==> src/rtl/led_serial_subtractor.sv <==
// ============================================================================
// led_serial_subtractor
//   Debounced 2-bit switch operands; computes A - B with a bit-serial borrow
//   chain and drives the result onto the four LEDs.
//   Optional macro: SUB_MAGNITUDE_EN (show |A - B| when a borrow occurs).
//   Revision: 1.0
// ============================================================================
`default_nettype none

module led_serial_subtractor #(
    parameter  int DEBOUNCE_CYCLES = 250000,
    localparam int CNT_W           = $clog2(DEBOUNCE_CYCLES + 1)
) (
    input  logic clk,
    input  logic rst_n,
    input  logic sw1,
    input  logic sw2,
    input  logic sw3,
    input  logic sw4,
    output logic LED_1,
    output logic LED_2,
    output logic LED_3,
    output logic LED_4,
    output logic done
);

    typedef enum logic [1:0] {
        S_IDLE  = 2'd0,
        S_LOAD  = 2'd1,
        S_SHIFT = 2'd2,
        S_DONE  = 2'd3
    } state_t;

    logic [3:0] sw_raw;
    logic [3:0] sync1;
    logic [3:0] sync2;
    logic [3:0] db;

    state_t     state;
    state_t     state_next;
    logic       busy;
    logic       done_c;

    logic [3:0] snap;
    logic [1:0] a_sr;
    logic [1:0] b_sr;
    logic       brw;
    logic       bit_cnt;
    logic       diff_lo;
    logic       led_brw;
    logic [1:0] led_diff;

    logic       d_bit;
    logic       brw_next;
    logic [1:0] final_diff;
    logic [1:0] shown_diff;

    assign sw_raw = {sw4, sw3, sw2, sw1};

    always_ff @(posedge clk or negedge rst_n) begin
        if (!rst_n) begin
            sync1 <= '0;
            sync2 <= '0;
        end else begin
            sync1 <= sw_raw;
            sync2 <= sync1;
        end
    end

    for (genvar i = 0; i < 4; i++) begin : g_debounce
        logic [CNT_W-1:0] cnt;

        always_ff @(posedge clk or negedge rst_n) begin
            if (!rst_n) begin
                cnt   <= '0;
                db[i] <= 1'b0;
            end else if (sync2[i] == db[i]) begin
                cnt <= '0;
            end else if (cnt == CNT_W'(DEBOUNCE_CYCLES - 1)) begin
                cnt   <= '0;
                db[i] <= sync2[i];
            end else begin
                cnt <= cnt + CNT_W'(1);
            end
        end
    end

    always_ff @(posedge clk or negedge rst_n) begin
        if (!rst_n) begin
            state <= S_IDLE;
        end else begin
            state <= state_next;
        end
    end

    always_comb begin
        state_next = state;
        busy       = 1'b0;
        done_c     = 1'b0;
        case (state)
            S_IDLE: begin
                if (db != snap) begin
                    state_next = S_LOAD;
                end
            end
            S_LOAD: begin
                busy       = 1'b1;
                state_next = S_SHIFT;
            end
            S_SHIFT: begin
                busy = 1'b1;
                if (bit_cnt) begin
                    state_next = S_DONE;
                end
            end
            S_DONE: begin
                done_c     = 1'b1;
                state_next = S_IDLE;
            end
            default: state_next = S_IDLE;
        endcase
    end

    assign d_bit      = a_sr[0] ^ b_sr[0] ^ brw;
    assign brw_next   = (~a_sr[0] & b_sr[0]) | (~(a_sr[0] ^ b_sr[0]) & brw);
    assign final_diff = {d_bit, diff_lo};

`ifdef SUB_MAGNITUDE_EN
    assign shown_diff = brw_next ? (~final_diff + 2'd1) : final_diff;
`else
    assign shown_diff = final_diff;
`endif

    // Result LEDs are written on the edge entering DONE so they appear in the
    // same cycle as the done pulse.
    always_ff @(posedge clk or negedge rst_n) begin
        if (!rst_n) begin
            snap     <= '0;
            a_sr     <= '0;
            b_sr     <= '0;
            brw      <= 1'b0;
            bit_cnt  <= 1'b0;
            diff_lo  <= 1'b0;
            led_brw  <= 1'b0;
            led_diff <= '0;
        end else begin
            case (state)
                S_LOAD: begin
                    snap    <= db;
                    a_sr    <= db[1:0];
                    b_sr    <= db[3:2];
                    brw     <= 1'b0;
                    bit_cnt <= 1'b0;
                end
                S_SHIFT: begin
                    brw     <= brw_next;
                    diff_lo <= d_bit;
                    a_sr    <= {1'b0, a_sr[1]};
                    b_sr    <= {1'b0, b_sr[1]};
                    bit_cnt <= 1'b1;
                    if (bit_cnt) begin
                        led_brw  <= brw_next;
                        led_diff <= shown_diff;
                    end
                end
                default: ;
            endcase
        end
    end

    assign LED_1 = busy;
    assign LED_2 = led_brw;
    assign LED_3 = led_diff[1];
    assign LED_4 = led_diff[0];
    assign done  = done_c;

endmodule

`default_nettype wire

==> config.mk <==
export PLATFORM = sky130hd
export DESIGN_NAME = led_serial_subtractor
export DESIGN_NICKNAME = d
export VERILOG_FILES = /design/src/rtl/led_serial_subtractor.sv
export SDC_FILE = /design/constraint.sdc
export NUM_CORES = 1
export LEC_CHECK = 0
export ABC_AREA = 0
export ABC_CLOCK_PERIOD_IN_PS = 2000
export CAP_MARGIN = 20
export CORE_MARGIN = 2
export CORE_UTILIZATION = 55
export CTS_BUF_LIST = sky130_fd_sc_hd__clkbuf_8
export CTS_CLUSTER_SIZE = 16
export DETAILED_ROUTE_END_ITERATION = 12
export GPL_TIMING_DRIVEN = 0
export MAX_ROUTING_LAYER = met4
export PLACE_DENSITY = 0.75
export SETUP_SLACK_MARGIN = 0.15
export SYNTH_ARGS = -nofsm -noshare
export SYNTH_HDL_FRONTEND = slang
export SYNTH_SLANG_ARGS = --single-unit
==> constraint.sdc <==
create_clock -name clk -period 2 [get_ports clk]
set_clock_uncertainty 0.1 [all_clocks]
set_input_delay 0.4 -clock clk [delete_from_list [all_inputs] [get_ports clk]]
set_output_delay 0.4 -clock clk [all_outputs]
set_load 0.01 [all_outputs]
## After elaboration in Yosys (flattened, before gate mapping)

Index checks and enable logic that the tools add are counted.

- Bitwise gates (word level): 11
- $add $sub $neg: 4
- Eq/ne operators: 14
- Reductions and logical operators: 9
- Mux-type cells: 17

Operators with widths:

| operator | number |
|---|---|
| $mux W18 | 8 |
| $add A18 B1 Y18 const B | 4 |
| $eq A18 B18 Y1 const B | 4 |
| $reduce_and A2 Y1 | 6 |
| $pmux W2 S2 | 2 |
| $pmux W2 S4 | 1 |
| $not A1 Y1 | 6 |
| $eq A1 B1 Y1 | 4 |
| $eq A2 B2 Y1 const B | 2 |
| $mux W2 | 2 |
| $ne A2 B2 Y1 const B | 2 |
| $ne A4 B4 Y1 | 1 |
| $pmux W1 S2 | 2 |
| $and A1 B1 Y1 | 2 |
| $eq A2 B1 Y1 const B | 1 |
| $logic_not A2 Y1 | 1 |
| $mux W1 | 2 |
| $reduce_bool A2 Y1 | 1 |
| $reduce_or A2 Y1 | 1 |
| $xor A1 B1 Y1 | 2 |
| $or A1 B1 Y1 | 1 |

- Output and inout bits: 5
- Logic and storage cells: 74
- Register bits after elaboration: 100
- Bits of input ports: 6

## Logic depth before layout (Yosys ltp)

Gate-level depths: netlist of the first run.

- Depth in word-level cells: 5
- Depth in mapped cells: 6
- Gate-level depth less buffers: 5

## Least setup slack after synthesis of the first run

OpenSTA, ideal clock, no wires.

- Path kind: reg2reg
- Start: register g_debounce[0].cnt[5]
- End: register g_debounce[0].cnt[10]
- Buffers on the path: 1
- Cell stages (with the launch flop): 6
- Clock period less this slack: 1853 ps
- Slack: 147 ps
- Library setup time: 121 ps
- Arrival: 1632 ps
- Required time: 1779 ps
- Cell sequence: dfrtp_1 -> nor4b_1 -> nand2_1 -> o41ai_4 -> buf_2 -> nor2_1

- Word-level cells in the longest chain between the ends: 3
- Elaborated cells between the ends (all ways): 4
- Those cells by class: 1 x add/sub; 1 x eq/ne; 2 x mux

Ends and longest elaborated chain:

| element | RTL line | text |
|---|---|---|
| start, declared | 71 | `logic [CNT_W-1:0] cnt;` |
| start signal, assigned | 83 | `cnt <= cnt + CNT_W'(1);` |
| $add A18 B1 Y18 / $eq A18 B18 Y1 (equally long branches) | 83, 79 |  |
| $mux W18 (*) | 79 | `end else if (cnt == CNT_W'(DEBOUNCE_CYCLES - 1)) begin` |
| $mux W18 (*) | 77 | `end else if (sync2[i] == db[i]) begin` |

Mark *: on every way between the ends. The rest lies on a longest branch, timed or not.
A chain may end at the register's enable or synchronous reset.

## Final worst setup path of the first run

- Start: register g_debounce[2].cnt[3]
- End: register g_debounce[2].cnt[15]

- Word-level cells in the longest chain between the ends: 3
- Elaborated cells between the ends (all ways): 4
- Those cells by class: 1 x add/sub; 1 x eq/ne; 2 x mux

Ends and longest elaborated chain:

| element | RTL line |
|---|---|
| start, declared | 71 |
| start signal, assigned | 83 |
| $add A18 B1 Y18 / $eq A18 B18 Y1 (equally long branches) | 83, 79 |
| $mux W18 (*) | 79 |
| $mux W18 (*) | 77 |

Marked as above.

==> qor.txt, run 1 <==
LAYOUT
----------------------------------------------------------------------------------
Fin util ............................................................        66.2%
Share of post-route cells with drive strength above 1 ...............        24.9%
Fill cell instance count of the final layout ........................          654
Signed area change from the synthesized netlist to the final layout .        18.0%
Antenna diodes ......................................................            0
Number of nets at the end of the flow ...............................          518
Number of non-filler instances in the completed layout ..............          614
Post-route cell area ................................................    5690 um^2

SETUP PATH
----------------------------------------------------------------------------------
WP data required ....................................................      2190 ps
Worst setup path endpoint ........................................... g_debounce[2].cnt[15]
Maximum fanout along the worst path .................................            5
Launch point of the worst reg-to-reg path ........................... g_debounce[2].cnt[3]
Element type at the critical path start .............................    flip-flop
Worst reg-to-reg setup slack ........................................       180 ps
Endpoint of the worst register-to-register path ..................... g_debounce[2].cnt[15]
FF-to-FF path depth .................................................            4
Critical Path Source ................................................ g_debounce[2].cnt[3]
Path type of the worst setup path ................................... flip-flop to flip-flop
WP data arrival .....................................................      2010 ps
Type of element capturing the critical path .........................    flip-flop

LOGIC SYNTHESIS
----------------------------------------------------------------------------------
Number of unique standard cell types used by synthesis ..............           40
Register bit total from synthesis ...................................          100
Fraction of registers with async set or reset after synthesis .......         100%
Share of Yosys cell area claimed by the top area cell type ..........        51.9%
Top cells by instance count after synthesis ......................... 100 x sky130_fd_sc_hd__dfrtp_1, 77 x sky130_fd_sc_hd__nor2_1, 42 x sky130_fd_sc_hd__xnor2_1
Cell accounting for the most synthesized area ....................... sky130_fd_sc_hd__dfrtp_1
Number of nets produced by synthesis ................................          467
Top flip-flop cell by instance count after synthesis ................ sky130_fd_sc_hd__dfrtp_1
Mapped cell area ....................................................    4820 um^2
Average instance area after synthesis ...............................    10.7 um^2
Cell with the most instances after synthesis ........................ sky130_fd_sc_hd__dfrtp_1
Mapped Cells ........................................................          451
Synth warnings ......................................................            0
Sequential area share after synthesis ...............................        51.9%
Count of flip-flops with a built-in enable after synthesis ..........            0
Largest cells by area after synthesis ............................... sky130_fd_sc_hd__dfrtp_1 52%, sky130_fd_sc_hd__xnor2_1 7.6%, sky130_fd_sc_hd__nor2_1 6.0%

ROUTE
----------------------------------------------------------------------------------
Total wire length after detailed routing ............................      9200 um
Via count ...........................................................         3437
DRC violation count after routing ...................................            0
Antenna Nets Post-Route .............................................            0
Initial drt markers .................................................          117
Via-per-instance ratio ..............................................         5.60
Average wire per standard cell ......................................      15.0 um
Iteration count of the initial detailed-routing pass ................            4

PLACE
----------------------------------------------------------------------------------
Number of placed instances with taps included .......................          570
Buffers added on ports ..............................................           10
Area post-placement .................................................    5080 um^2
Detail Placement HPWL ...............................................      5700 um
Worst setup slack after placement ...................................      -209 ps
Final GP Congestion .................................................        0.847

FLOORPLANNING
----------------------------------------------------------------------------------
Chip Width ..........................................................      97.7 um
Height of the die ...................................................      97.7 um
Number of standard-cell rows in the floorplan .......................           34
Starting density of the core ........................................        56.1%
Placeable core region ...............................................    8590 um^2
Total I/O pin count .................................................           11
Area enclosed by the die boundary ...................................    9540 um^2

GLOBAL ROUTE
----------------------------------------------------------------------------------
Initial antenna violation count .....................................            0
GRT Resource Usage Total ............................................        20.1%
Largest net degree at the start of global routing ...................           55
Global-route wire length before repair ..............................     15300 um
Number of global-route vias before repair ...........................         3331
Total overflow reported by the global router ........................            0

CLOCK NETWORK
----------------------------------------------------------------------------------
Clock tree buffer depth .............................................            2
Num Clock Sinks .....................................................          100
Cell chosen for the clock root ...................................... sky130_fd_sc_hd__clkbuf_8
Number of H-tree levels .............................................            3
Total clock buffers created by CTS ..................................            9
Clock transition at the registers of the reported paths .............        90 ps
CTS tree ............................................................        built
Worst skew pair latency .............................................       370 ps

TIMING
----------------------------------------------------------------------------------
Setup violators final ...............................................            0
Worst slew slack as a fraction of its limit .........................        59.7%
Worst-Margin Slew ...................................................       605 ps
Shortest period the worst path allows ...............................      1820 ps
Final-report hold violation count ...................................            0
Final period utilization ............................................        90.9%
Max Slew Vio Count ..................................................            0
F_max ...............................................................      550 MHz
Crit path setup slack, layout .......................................       182 ps
TNS Setup ...........................................................         0 ps
Final worst hold slack ..............................................       253 ps
Unrepaired setup endpoints after global routing .....................         true

POWER
----------------------------------------------------------------------------------
Power density relative to cell area .................................  608 nW/um^2
Static leakage power ................................................      2.38 nW
Overall power consumption ...........................................      3.46 mW
Largest voltage drop on the vdd net .................................   0.000307 V

RUN
----------------------------------------------------------------------------------
Number of maximum-capacitance violations ............................            0

MIN PATH
----------------------------------------------------------------------------------
Worst min path class ................................................ flip-flop to flip-flop

OUTCOME
----------------------------------------------------------------------------------
Status .............................................................. finished, final reports clean

## layout by cell type, fill, tap and decap left out, types with 18 or more instances in the layout
master	Yosys	layout
sky130_fd_sc_hd__inv_1	18	18
sky130_fd_sc_hd__nand2_1	20	20
sky130_fd_sc_hd__xnor2_1	42	42
sky130_fd_sc_hd__dfrtp_1	100	80
sky130_fd_sc_hd__nand3_1	24	21
sky130_fd_sc_hd__buf_4	1	28
sky130_fd_sc_hd__xor2_1	23	23
sky130_fd_sc_hd__nor2_1	77	69
sky130_fd_sc_hd__dfrtp_2	0	20
sky130_fd_sc_hd__nand4_1	22	22
## final cells by class
class	instances	area (um^2)	share of cell area, %
Sequential cell	100	2530	44.4
Multi-Input combinational cell	323	2370	41.6
Timing Repair Buffer	40	347	6.09
Tap cell	108	135	2.37
Clock buffer	9	124	2.18
Inverter	18	67.6	1.19
Buffer	10	65.1	1.14
Clock inverter	6	58.8	1.03
## worst max-delay path, cell delays in order, from the launching register on
cell and delay, ps:
sky130_fd_sc_hd__dfrtp_1 410, sky130_fd_sc_hd__nand2_1 160, sky130_fd_sc_hd__or3_4 450, sky130_fd_sc_hd__or4b_1 470
sky130_fd_sc_hd__a21oi_1 160
## sequential cells by signal, summed over array words and instances, names as in the netlist
register / flops
sync1: 4
led_diff: 2
a_sr: 2
diff_lo: 1
sync2: 4
snap: 4
state: 2
g_debounce.cnt: 72
brw: 1
b_sr: 2
bit_cnt: 1
db: 4
LED_2: 1
## how the worst min path moves through the flow
stage	end	depth (start not counted)	start
floorplan	LED_2	0	rst_n
global placement	sync2[1]	0	sync1[1]
detailed placement	sync2[1]	0	sync1[1]
CTS	sync2[3]	0	sync1[3]
global route	sync2[1]	0	sync1[1]
finish	sync2[3]	0	sync1[3]
## routing by layer
layer | share of wire, % | GRT usage (%)
met1 | 45 | 25.3
met4 | 1.1 | 5.34
met3 | 3.7 | 5.11
met5 | 0 | -
met2 | 51 | 32.6
## logic make-up after synthesis
logic type / count (synthesis) / share of synthesized area, %
and+or+nand+nor: 206 / 22.8
DFF: 100 / 51.9
xor gates and xnor gates: 65 / 11.8
buffers and inverters: 28 / 2.36
AOI/OAI and AO/OA: 26 / 4.75
muxes: 16 / 3.66
adders and majority gates: 10 / 2.75
## power breakdown
group,leakage [nW],total [mW],switching [mW],internal [mW]
Combinational,0.951,0.162,0.0972,0.0647
Clock,0.0977,1.23,0.665,0.563
Sequential,1.34,2.07,0.0233,2.05
## what timing repair did
item	in CTS	in global routing
gates cloned	1	0
setup buffers	9	18
hold buffers	1	0
resized for setup	30	43
pin swaps	15	11
endpoints found under the hold margin	46	0
endpoints found under the setup margin	65	72
(Power assumes the default switching activity.)
==> inputs of run 2 (changes only) <==
--- a/config.mk
+++ b/config.mk
@@ -16,6 +16,7 @@
 export GPL_TIMING_DRIVEN = 0
 export MAX_ROUTING_LAYER = met4
 export PLACE_DENSITY = 0.75
+export REMOVE_ABC_BUFFERS = 1
 export SETUP_SLACK_MARGIN = 0.15
 export SYNTH_ARGS = -nofsm -noshare
 export SYNTH_HDL_FRONTEND = slang
==> run 2 against run 1 <==
  * Critical path depth up 2
  * Non-clock buffer count down 3
  * Critical path type unchanged
  * Clock power grew 9.8%
  * Fmax barely moved
  * First-iteration DRC count grew 49%
==> qor.txt, run 2 (synthesis gave the netlist of run 1 again) <==
TIMING
----------------------------------------------------------------------------------
F_max ...............................................................      550 MHz   about the same
Worst-Margin Slew ...................................................       401 ps   was 605 ps
Worst slew slack as a fraction of its limit .........................        73.0%   was 59.7%
Max Slew Vio Count ..................................................            0   unchanged
Unrepaired setup endpoints after global routing .....................         true   unchanged
Setup violators final ...............................................            0   unchanged
Final period utilization ............................................        91.0%   was 90.9%
Final-report hold violation count ...................................            0   unchanged
Shortest period the worst path allows ...............................      1820 ps   about the same

ROUTE
----------------------------------------------------------------------------------
Via count ...........................................................         3449   was 3437
Initial drt markers .................................................          174   was 117
DRC violation count after routing ...................................            0   unchanged
Average wire per standard cell ......................................      15.1 um   was 15.0 um
Via-per-instance ratio ..............................................         5.64   was 5.60
Antenna Nets Post-Route .............................................            0   unchanged
Iteration count of the initial detailed-routing pass ................            4   unchanged
Total wire length after detailed routing ............................      9220 um   was 9200 um

LAYOUT
----------------------------------------------------------------------------------
Top reg by flops .................................................... g_debounce.cnt   unchanged
Share of post-route cells with drive strength above 1 ...............        22.0%   was 24.9%
Number of non-filler instances in the completed layout ..............          612   was 614
Most common library cell in the layout ignoring fill and taps ....... sky130_fd_sc_hd__dfrtp_1   unchanged
Max FFs per register ................................................           72   unchanged
Fin util ............................................................        65.6%   was 66.2%
Signed area change from the synthesized netlist to the final layout .        16.9%   was 18.0%
Commonest non-fill, non-tap cells in the layout ..................... 88 x sky130_fd_sc_hd__dfrtp_1, 76 x sky130_fd_sc_hd__nor2_1, 42 x sky130_fd_sc_hd__xnor2_1   was 80 x sky130_fd_sc_hd__dfrtp_1, 69 x sky130_fd_sc_hd__nor2_1, 42 x sky130_fd_sc_hd__xnor2_1
Number of nets at the end of the flow ...............................          515   was 518
Antenna diodes ......................................................            0   unchanged

SETUP PATH
----------------------------------------------------------------------------------
Maximum fanout along the worst path .................................            8   was 5
Element type at the critical path start .............................    flip-flop   unchanged
WP data required ....................................................      2160 ps   was 2190 ps
Total buffers and inverters traversed by the critical path ..........            2   was 0
Cell type with the highest occurrence count on the critical path .... sky130_fd_sc_hd__buf_4
Kind of cell with the highest combined delay on the critical path ... simple AND/OR/NAND/NOR gates   unchanged
Sequence of cells on the critical path .............................. nor4b_1 -> nand2_1 -> buf_4 -> o41ai_4 -> buf_4 -> nor2_1   was nand2_1 -> or3_4 -> or4b_1 -> a21oi_1
Worst path slowest cell ............................................. sky130_fd_sc_hd__dfrtp_1   was sky130_fd_sc_hd__or4b_1
Path type of the worst setup path ................................... flip-flop to flip-flop   unchanged
CP peak stage delay .................................................       450 ps   was 470 ps
Type of element capturing the critical path .........................    flip-flop   unchanged
WP data arrival .....................................................      1980 ps   was 2010 ps

CLOCK NETWORK
----------------------------------------------------------------------------------
Clock transition at the registers of the reported paths .............       100 ps   was 90 ps
CTS tree ............................................................        built   unchanged
Total clock buffers created by CTS ..................................            9   unchanged
Worst skew pair latency .............................................       370 ps   about the same
Clock tree buffer depth .............................................            2   unchanged
Num Clock Sinks .....................................................          100   unchanged
Number of H-tree levels .............................................            3   unchanged
Cell chosen for the clock root ...................................... sky130_fd_sc_hd__clkbuf_8   unchanged

GLOBAL ROUTE
----------------------------------------------------------------------------------
Largest net degree at the start of global routing ...................           73   was 55
Total overflow reported by the global router ........................            0   unchanged
Number of global-route vias before repair ...........................         3360   was 3331
GRT Resource Usage Total ............................................        19.5%   was 20.1%
Global-route wire length before repair ..............................     14900 um   was 15300 um
Initial antenna violation count .....................................            0   unchanged

POWER
----------------------------------------------------------------------------------
Static leakage power ................................................      2.37 nW   was 2.38 nW
Largest voltage drop on the vdd net .................................   0.000298 V   was 0.000307 V
Overall power consumption ...........................................      3.58 mW   was 3.46 mW
Power density relative to cell area .................................  634 nW/um^2   was 608 nW/um^2

FLOORPLANNING
----------------------------------------------------------------------------------
Chip Width ..........................................................      97.7 um   unchanged
Height of the die ...................................................      97.7 um   unchanged
Area enclosed by the die boundary ...................................    9540 um^2   unchanged
Total I/O pin count .................................................           11   unchanged
Number of standard-cell rows in the floorplan .......................           34   unchanged
Placeable core region ...............................................    8590 um^2   unchanged
Starting density of the core ........................................        56.1%   unchanged

RUN
----------------------------------------------------------------------------------
Number of maximum-capacitance violations ............................            0   unchanged

PLACE
----------------------------------------------------------------------------------
Final GP Congestion .................................................        0.851   was 0.847
Detail Placement HPWL ...............................................      5620 um   was 5700 um
Buffers added on ports ..............................................           10   unchanged
Number of placed instances with taps included .......................          560   was 570

OUTCOME
----------------------------------------------------------------------------------
Status .............................................................. finished, final reports clean   unchanged

MIN PATH
----------------------------------------------------------------------------------
Worst min path class ................................................ flip-flop to flip-flop   unchanged

[run 2: cell types whose count changed in the layout (fill, tap and decap cells not counted), moves of 3 or more]
cell | previous run | this run
sky130_fd_sc_hd__nor2_2 | 8 | 1
sky130_fd_sc_hd__buf_6 | 5 | 2
sky130_fd_sc_hd__dfrtp_2 | 20 | 12
sky130_fd_sc_hd__dfrtp_1 | 80 | 88
sky130_fd_sc_hd__buf_4 | 28 | 33
sky130_fd_sc_hd__nor2_1 | 69 | 76
sky130_fd_sc_hd__clkbuf_2 | 5 | 2
[run 2: timing repair]
item / in CTS / in global routing
hold endpoints to repair: 28 / 0
pin swaps: 5 / 10
setup buffers: 15 / 20
gates resized for setup: 14 / 27
hold buffers: 1 / 0
endpoints found under the setup margin: 76 / 33
[run 2: final cells by class]
class                   count  area, um^2
fillers                   638        2950
flip-flops and latches    100        2520
multi-input cells         323        2300
repair buffers             47         408
clock buffers              10         138
well taps                 108         135
clock inverters             6        71.3
inverters                  18        67.6
[run 2: path summary, 6_finish.rpt]
path	start	end	slack, ps	cells past startpoint
min	sync1[3]	sync2[3]	250	0
max in group asynchronous	rst_n	g_debounce[3].cnt[4]	740	3
min reg2reg	sync1[3]	sync2[3]	250	0
max	g_debounce[2].cnt[11]	g_debounce[2].cnt[4]	180	6
max reg2reg	g_debounce[2].cnt[11]	g_debounce[2].cnt[4]	180	6
min in group asynchronous	rst_n	g_debounce[3].cnt[11]	390	2
[run 2: power by group]
group,switching (mW),internal [mW]
registers,0.0253,2.05
clock network,0.728,0.624
logic,0.0906,0.0598
total,0.844,2.73
[run 2: layer usage]
layer / vias to the layer above / share of wire [%] / global-route usage [%]
li1: 1673 / - / -
met1: 1716 / 46 / 24.7
met2: 51 / 50 / 31.5
met3: 9 / 2.4 / 3.74
met4: 0 / 1.1 / 6.94
met5: - / 0 / -
[run 2: stage by stage]
step	setup TNS [ps]	cell area (um^2)	hold slack [ps]	setup slack, ps
6_report	0	5640	255	181
5_1_grt	0	5640	271	99.3
4_1_cts	0	5420	258	70.5
3_5_place_dp	-14340	5040	238	-302
3_3_place_gp	-330660	5010	234	-3190
2_1_floorplan	0	4780	4.41	36.1
==> inputs of run 3 (changes only) <==
--- a/config.mk
+++ b/config.mk
@@ -9,13 +9,14 @@
 export ABC_CLOCK_PERIOD_IN_PS = 2000
 export CAP_MARGIN = 20
 export CORE_MARGIN = 2
-export CORE_UTILIZATION = 55
+export CORE_UTILIZATION = 59
 export CTS_BUF_LIST = sky130_fd_sc_hd__clkbuf_8
 export CTS_CLUSTER_SIZE = 16
 export DETAILED_ROUTE_END_ITERATION = 12
+export DONT_BUFFER_PORTS = 1
 export GPL_TIMING_DRIVEN = 0
 export MAX_ROUTING_LAYER = met4
-export PLACE_DENSITY = 0.75
+export PLACE_DENSITY = 0.78
 export REMOVE_ABC_BUFFERS = 1
 export SETUP_SLACK_MARGIN = 0.15
 export SYNTH_ARGS = -nofsm -noshare
==> run 3 against run 2 <==
  * The flow now finishes with violations (hold timing)
  * Non-clock buffer count down 19
  * Sequential share of layout area up 1.3 points
  * Clock power down 3%
  * First-iteration DRC count down 17%
  * Critical endpoint is now g_debounce[0].cnt[15]
  * Design area down 2.6%
  * Hold slack worse by 630 ps
  * Highest routed layer unchanged
  * Sequential power about the same
==> qor.txt, run 3 (synthesis gave the netlist of run 1 again) <==
POWER
----------------------------------------------------------------------------------
Static leakage power ................................................      2.29 nW   was 2.37 nW
Fraction of power consumed by sequential logic ......................        59.7%   was 58.0%
Net Sw Frac .........................................................        21.4%   was 23.6%
Reported net switching power ........................................     0.745 mW   was 0.844 mW
Portion of total power attributed to combinational logic ............         2.8%   was 4.2%
Power density relative to cell area .................................  633 nW/um^2   was 634 nW/um^2
Largest voltage drop on the vdd net .................................   0.000346 V   was 0.000298 V
Cell-internal power .................................................      2.73 mW   about the same
Overall power consumption ...........................................      3.48 mW   was 3.58 mW
Share of power burned in the clock network ..........................        37.5%   was 37.8%

PLACE
----------------------------------------------------------------------------------
Area post-placement .................................................    4910 um^2   was 5040 um^2
Final GP Congestion .................................................        0.862   was 0.851
Buffers added on ports ..............................................            0   was 10
Detail Placement HPWL ...............................................      5290 um   was 5620 um

GLOBAL ROUTE
----------------------------------------------------------------------------------
Global-route wire length before repair ..............................     14600 um   was 14900 um
GRT Resource Usage Total ............................................        21.1%   was 19.5%
Largest net degree at the start of global routing ...................          101   was 73
Initial antenna violation count .....................................            0   unchanged
Total overflow reported by the global router ........................            0   unchanged
Number of global-route vias before repair ...........................         3263   was 3360

LAYOUT
----------------------------------------------------------------------------------
Most common library cell in the layout ignoring fill and taps ....... sky130_fd_sc_hd__dfrtp_1   unchanged
Post-route cell area ................................................    5500 um^2   was 5640 um^2
Top reg by flops .................................................... g_debounce.cnt   unchanged
Signed area change from the synthesized netlist to the final layout .        13.9%   was 16.9%
Share of post-route cells with drive strength above 1 ...............        20.5%   was 22.0%
Fin util ............................................................        70.4%   was 65.6%
Number of nets at the end of the flow ...............................          496   was 515
Max FFs per register ................................................           72   unchanged
Antenna diodes ......................................................            0   unchanged
Commonest non-fill, non-tap cells in the layout ..................... 82 x sky130_fd_sc_hd__dfrtp_1, 77 x sky130_fd_sc_hd__nor2_1, 42 x sky130_fd_sc_hd__xnor2_1   was 88 x sky130_fd_sc_hd__dfrtp_1, 76 x sky130_fd_sc_hd__nor2_1, 42 x sky130_fd_sc_hd__xnor2_1

ROUTE
----------------------------------------------------------------------------------
Initial drt markers .................................................          144   was 174
Via-per-instance ratio ..............................................         5.79   was 5.64
DRC violation count after routing ...................................            0   unchanged
Antenna Nets Post-Route .............................................            0   unchanged
Average wire per standard cell ......................................      15.3 um   was 15.1 um
Via count ...........................................................         3393   was 3449
Iteration count of the initial detailed-routing pass ................            4   unchanged
Total wire length after detailed routing ............................      8960 um   was 9220 um

FLOORPLANNING
----------------------------------------------------------------------------------
Area enclosed by the die boundary ...................................    8920 um^2   was 9540 um^2
Number of standard-cell rows in the floorplan .......................           32   was 34
Chip Width ..........................................................      94.4 um   was 97.7 um
Height of the die ...................................................      94.4 um   was 97.7 um
Total I/O pin count .................................................           11   unchanged
Placeable core region ...............................................    7810 um^2   was 8590 um^2
Starting density of the core ........................................        61.8%   was 56.1%

SETUP PATH
----------------------------------------------------------------------------------
Path type of the worst setup path ................................... flip-flop to flip-flop   unchanged
Type of element capturing the critical path .........................    flip-flop   unchanged
WP data required ....................................................      2160 ps   about the same
Element type at the critical path start .............................    flip-flop   unchanged
WP data arrival .....................................................      2000 ps   was 1980 ps
Maximum fanout along the worst path .................................            6   was 8
Worst reg-to-reg setup slack ........................................       160 ps   was 180 ps

RUN
----------------------------------------------------------------------------------
Number of maximum-capacitance violations ............................            0   unchanged

TIMING
----------------------------------------------------------------------------------
Worst-Margin Slew ...................................................       504 ps   was 401 ps
Max Slew Vio Count ..................................................            0   unchanged
Worst slew slack as a fraction of its limit .........................        66.1%   was 73.0%
Setup violators final ...............................................            0   unchanged
Final period utilization ............................................        92.2%   was 91.0%
Shortest period the worst path allows ...............................      1840 ps   was 1820 ps
Unrepaired setup endpoints after global routing .....................         true   unchanged
Final-report hold violation count ...................................          100   was 0
Final worst hold slack ..............................................      -374 ps   was 255 ps
F_max ...............................................................      542 MHz   was 550 MHz

OUTCOME
----------------------------------------------------------------------------------
Violated checks .....................................................  hold timing
Status .............................................................. complete, but fails checks   was finished, final reports clean

CLOCK NETWORK
----------------------------------------------------------------------------------
Number of H-tree levels .............................................            3   unchanged
Cell chosen for the clock root ...................................... sky130_fd_sc_hd__clkbuf_8   unchanged
Total of hold buffers inserted after clock tree synthesis ...........            4   was 1
Total clock buffers created by CTS ..................................            9   unchanged
Worst skew pair latency .............................................       360 ps   was 370 ps
CTS tree ............................................................        built   unchanged
Clock transition at the registers of the reported paths .............        90 ps   was 100 ps
Clock tree buffer depth .............................................            2   unchanged
Num Clock Sinks .....................................................          100   unchanged

MIN PATH
----------------------------------------------------------------------------------
Worst min path class ................................................ primary input to async pin   was flip-flop to flip-flop

==> run 3: cell types whose count changed in the layout (fill, tap and decap cells not counted), moves of 3 or more <==
cell	delta
sky130_fd_sc_hd__buf_4	-14
sky130_fd_sc_hd__clkdlybuf4s50_1	-7
sky130_fd_sc_hd__dfrtp_1	-6
sky130_fd_sc_hd__dfrtp_2	+6
sky130_fd_sc_hd__dlygate4sd3_1	+3
sky130_fd_sc_hd__inv_1	+3
==> run 3: critical path: stages, from the launching register on <==
cell and delay (ps):
sky130_fd_sc_hd__dfrtp_1 440, sky130_fd_sc_hd__nor4b_2 320, sky130_fd_sc_hd__nand2_2 120, sky130_fd_sc_hd__o41ai_4 430
sky130_fd_sc_hd__buf_6 180, sky130_fd_sc_hd__o21ba_1 140
==> run 3: worst paths after layout <==
path | startpoint | end | cells after the start
worst min register to register | sync1[3] | sync2[3] | 0
worst min-delay path | rst_n | g_debounce[3].cnt[6] | 0
max in group asynchronous | rst_n | g_debounce[2].cnt[7] | 0
min in group clk | sync1[3] | sync2[3] | 0
worst max register to register | g_debounce[0].cnt[11] | g_debounce[0].cnt[15] | 5
worst max-delay path | g_debounce[0].cnt[11] | g_debounce[0].cnt[15] | 5
==> run 3: metrics by stage <==
step / setup WS, ps / instances / setup TNS [ps]
final: 155 / 586 / 0
after detailed placement: -298 / 543 / -14760
after floorplan: 36.1 / 441 / 0
after CTS: 119 / 572 / 0
after global routing: 43.2 / 586 / 0
after global placement: -235 / 543 / -12340
==> run 3: power by group through the flow <==
stage,Sequential (mW),Clock [mW],Combinational [mW]
global placement,2.11,0,0.0687
CTS,2.07,1.34,0.0875
detailed placement,2.11,0,0.0706
finish,2.08,1.31,0.0965
floorplan,2.11,0,0.0574
global route,2.08,1.42,0.109
==> run 3: what timing repair did <==
action / CTS / global route
setup endpoints to repair: 74 / 47
setup buffers: 10 / 13
endpoints found under the hold margin: 104 / 100
gates cloned: 0 / 1
resized for setup: 8 / 35
pin swaps: 3 / 14
==> run 3: per-layer routing <==
layer | GRT usage, % | vias to the layer above | part of all wire, %
met5 | - | - | 0
met2 | 34.0 | 62 | 50
li1 | - | 1639 | -
met1 | 26.9 | 1682 | 46
met4 | 5.43 | 0 | 1.3
met3 | 5.35 | 10 | 3.3
==> run 3: final cells by class <==
class,count,area [um^2]
tap,102,128
clock buffer,11,151
fill,577,2310
multi-input combinational,323,2340
sequential,100,2520
clock inverter,4,50.0
inverter,18,67.6
timing repair buffer,28,235
==> patch (settings of run 2) <==
Register the inputs `sw1`, `sw2`, `sw3` and `sw4` before use. The logic sees them one clock later.
--- a/src/rtl/led_serial_subtractor.sv
+++ b/src/rtl/led_serial_subtractor.sv
@@ -32,4 +32,16 @@
     } state_t;
 
+    logic sw1_q;
+    logic sw2_q;
+    logic sw3_q;
+    logic sw4_q;
+
+    always_ff @(posedge clk) begin
+        sw1_q <= sw1;
+        sw2_q <= sw2;
+        sw3_q <= sw3;
+        sw4_q <= sw4;
+    end
+
     logic [3:0] sw_raw;
     logic [3:0] sync1;
@@ -56,5 +68,5 @@
     logic [1:0] shown_diff;
 
-    assign sw_raw = {sw4, sw3, sw2, sw1};
+    assign sw_raw = {sw4_q, sw3_q, sw2_q, sw1_q};
 
     always_ff @(posedge clk or negedge rst_n) begin
Formal check against the unedited RTL: no difference found for any inputs over 10 cycles, from zero or initial values and one cycle with rst_n low; that may be too few to reach the edited logic, so the function may still have changed.
==> patch against run 2 <==
The flow now finishes with violations (negative setup slack); design area up 0.18%; sequential cell count grew 4; largest power group unchanged; area after synthesis decreased by 0.21%; setup slack got worse by 0.30 ns; power increased by 5.6%; critical endpoint is now db[2]; die area decreased by 0.20%; combinational power is essentially flat; routed wire length is 5.1% lower; largest cell class unchanged.
==> patch: results (changes against run 2) <==
* Syn avg cell area at 10.42 um2 (-2.6%)
* Combinational power share at 4.0% (-0.2 points)
* Non-clock buffer share at 6.887% (-0.34 points)
* Vias in the first global route at 3,440 (+2.4%)
* Reg2reg path depth at 4 (-2)
* Layout cells sized above 1 at 17.29% (-4.7 points)
* Async SR Flop Fraction at 96.15% (-3.8 points)
* Crit path DAT at 2.28 ns (+0.30 ns)
* Sequential share of cell area at 45.81% (+1.2 points)
* Setup ws final at -0.1161 ns (-0.2970 ns)
* Setup TNS at -1.675 ns (-1.675 ns)
* Max_slew headroom at 57.10% (-16 points)
* Seq_cells at 104 (+4.0%)
* M3 GR Usage at 4.317% (+0.58 points)
* Hold Crit Start: sw1_q
* Layout Nets at 520 (+0.97%)
* Fill cells at 642 (+0.63%)
* Distinct cells, synth at 39 (-2.5%)
* Largest net degree at the start of global routing at 52 (-29%)
* Nonclk buf count at 41 (-13%)
* Met2 usage at 33.47% (+2.0 points)
* Violated checks: negative setup slack
* GP Congestion at 0.8275 (-2.8%)
* DR WL met3 at 287 um (+28%)
* Status: finished, violations left
* Clock buf/inv share at 4.052% (+0.35 points)
* Tot GR Track Use at 19.44% (-0.030 points)
* Detailed Route Iter0 Violations at 129 (-26%)
* Crit Path Max Fanout at 2 (-6)
* Inverters, non-clock at 21 (+3)
* First-pass GRT wire length at 14,860 um (about the same)
* Slowest-stage cell, CP: or4_4
* Area contributors post-synth: dfrtp_1, xnor2_1, nor2_1
* Worst slack at placement at -0.2481 ns (+0.05353 ns)
* M1 wire length at 3817 um (-11%)
* DR vias/cell at 5.703 (+1.2%)
* #MultiIn Comb at 327 (+1.2%)
* Overall power at 3.777 mW (+5.6%)
* Multi-input logic portion of the cell area at 39.46% (-1.4 points)
* Final setup vio count at 19 (+19)
* DR vias at 3,519 (+2.0%)
* Slowest Stage Delay on Critical Path at 0.57 ns (+0.12 ns)
-- patch: cell types whose count changed in the layout (fill, tap and decap cells not counted), sizes merged, moves of 3 or more --
cell	delta
nor4	-8
or3	+8
o21ai	+6
a21oi	+5
buf	-5
dfxtp	+4
nand2	-4
nand2b	+3
xor2	-3
-- patch: logic make-up (layout without fill, tap and decap cells) --
| family | count (synthesis) | after routing | synth area share (%) |
|---|---|---|---|
| AND/OR/NAND/NOR | 209 | 209 | 22.22 |
| flip-flops | 104 | 104 | 53.64 |
| XOR/XNOR | 60 | 60 | 10.91 |
| AO/OA/AOI/OAI | 33 | 33 | 4.444 |
| buffers and inverters | 31 | 78 | 2.573 |
| multiplexers | 15 | 15 | 3.456 |
| adder cells (fa/ha/maj) | 10 | 10 | 2.755 |
-- patch: repair_timing --
action / CTS / global route
pin swaps: 5 / 10
endpoints found under the setup margin: 70 / 65
endpoints found under the hold margin: 49 / 0
buffers inserted: 10 / 16
resized for setup: 19 / 16
hold buffers: 1 / 0
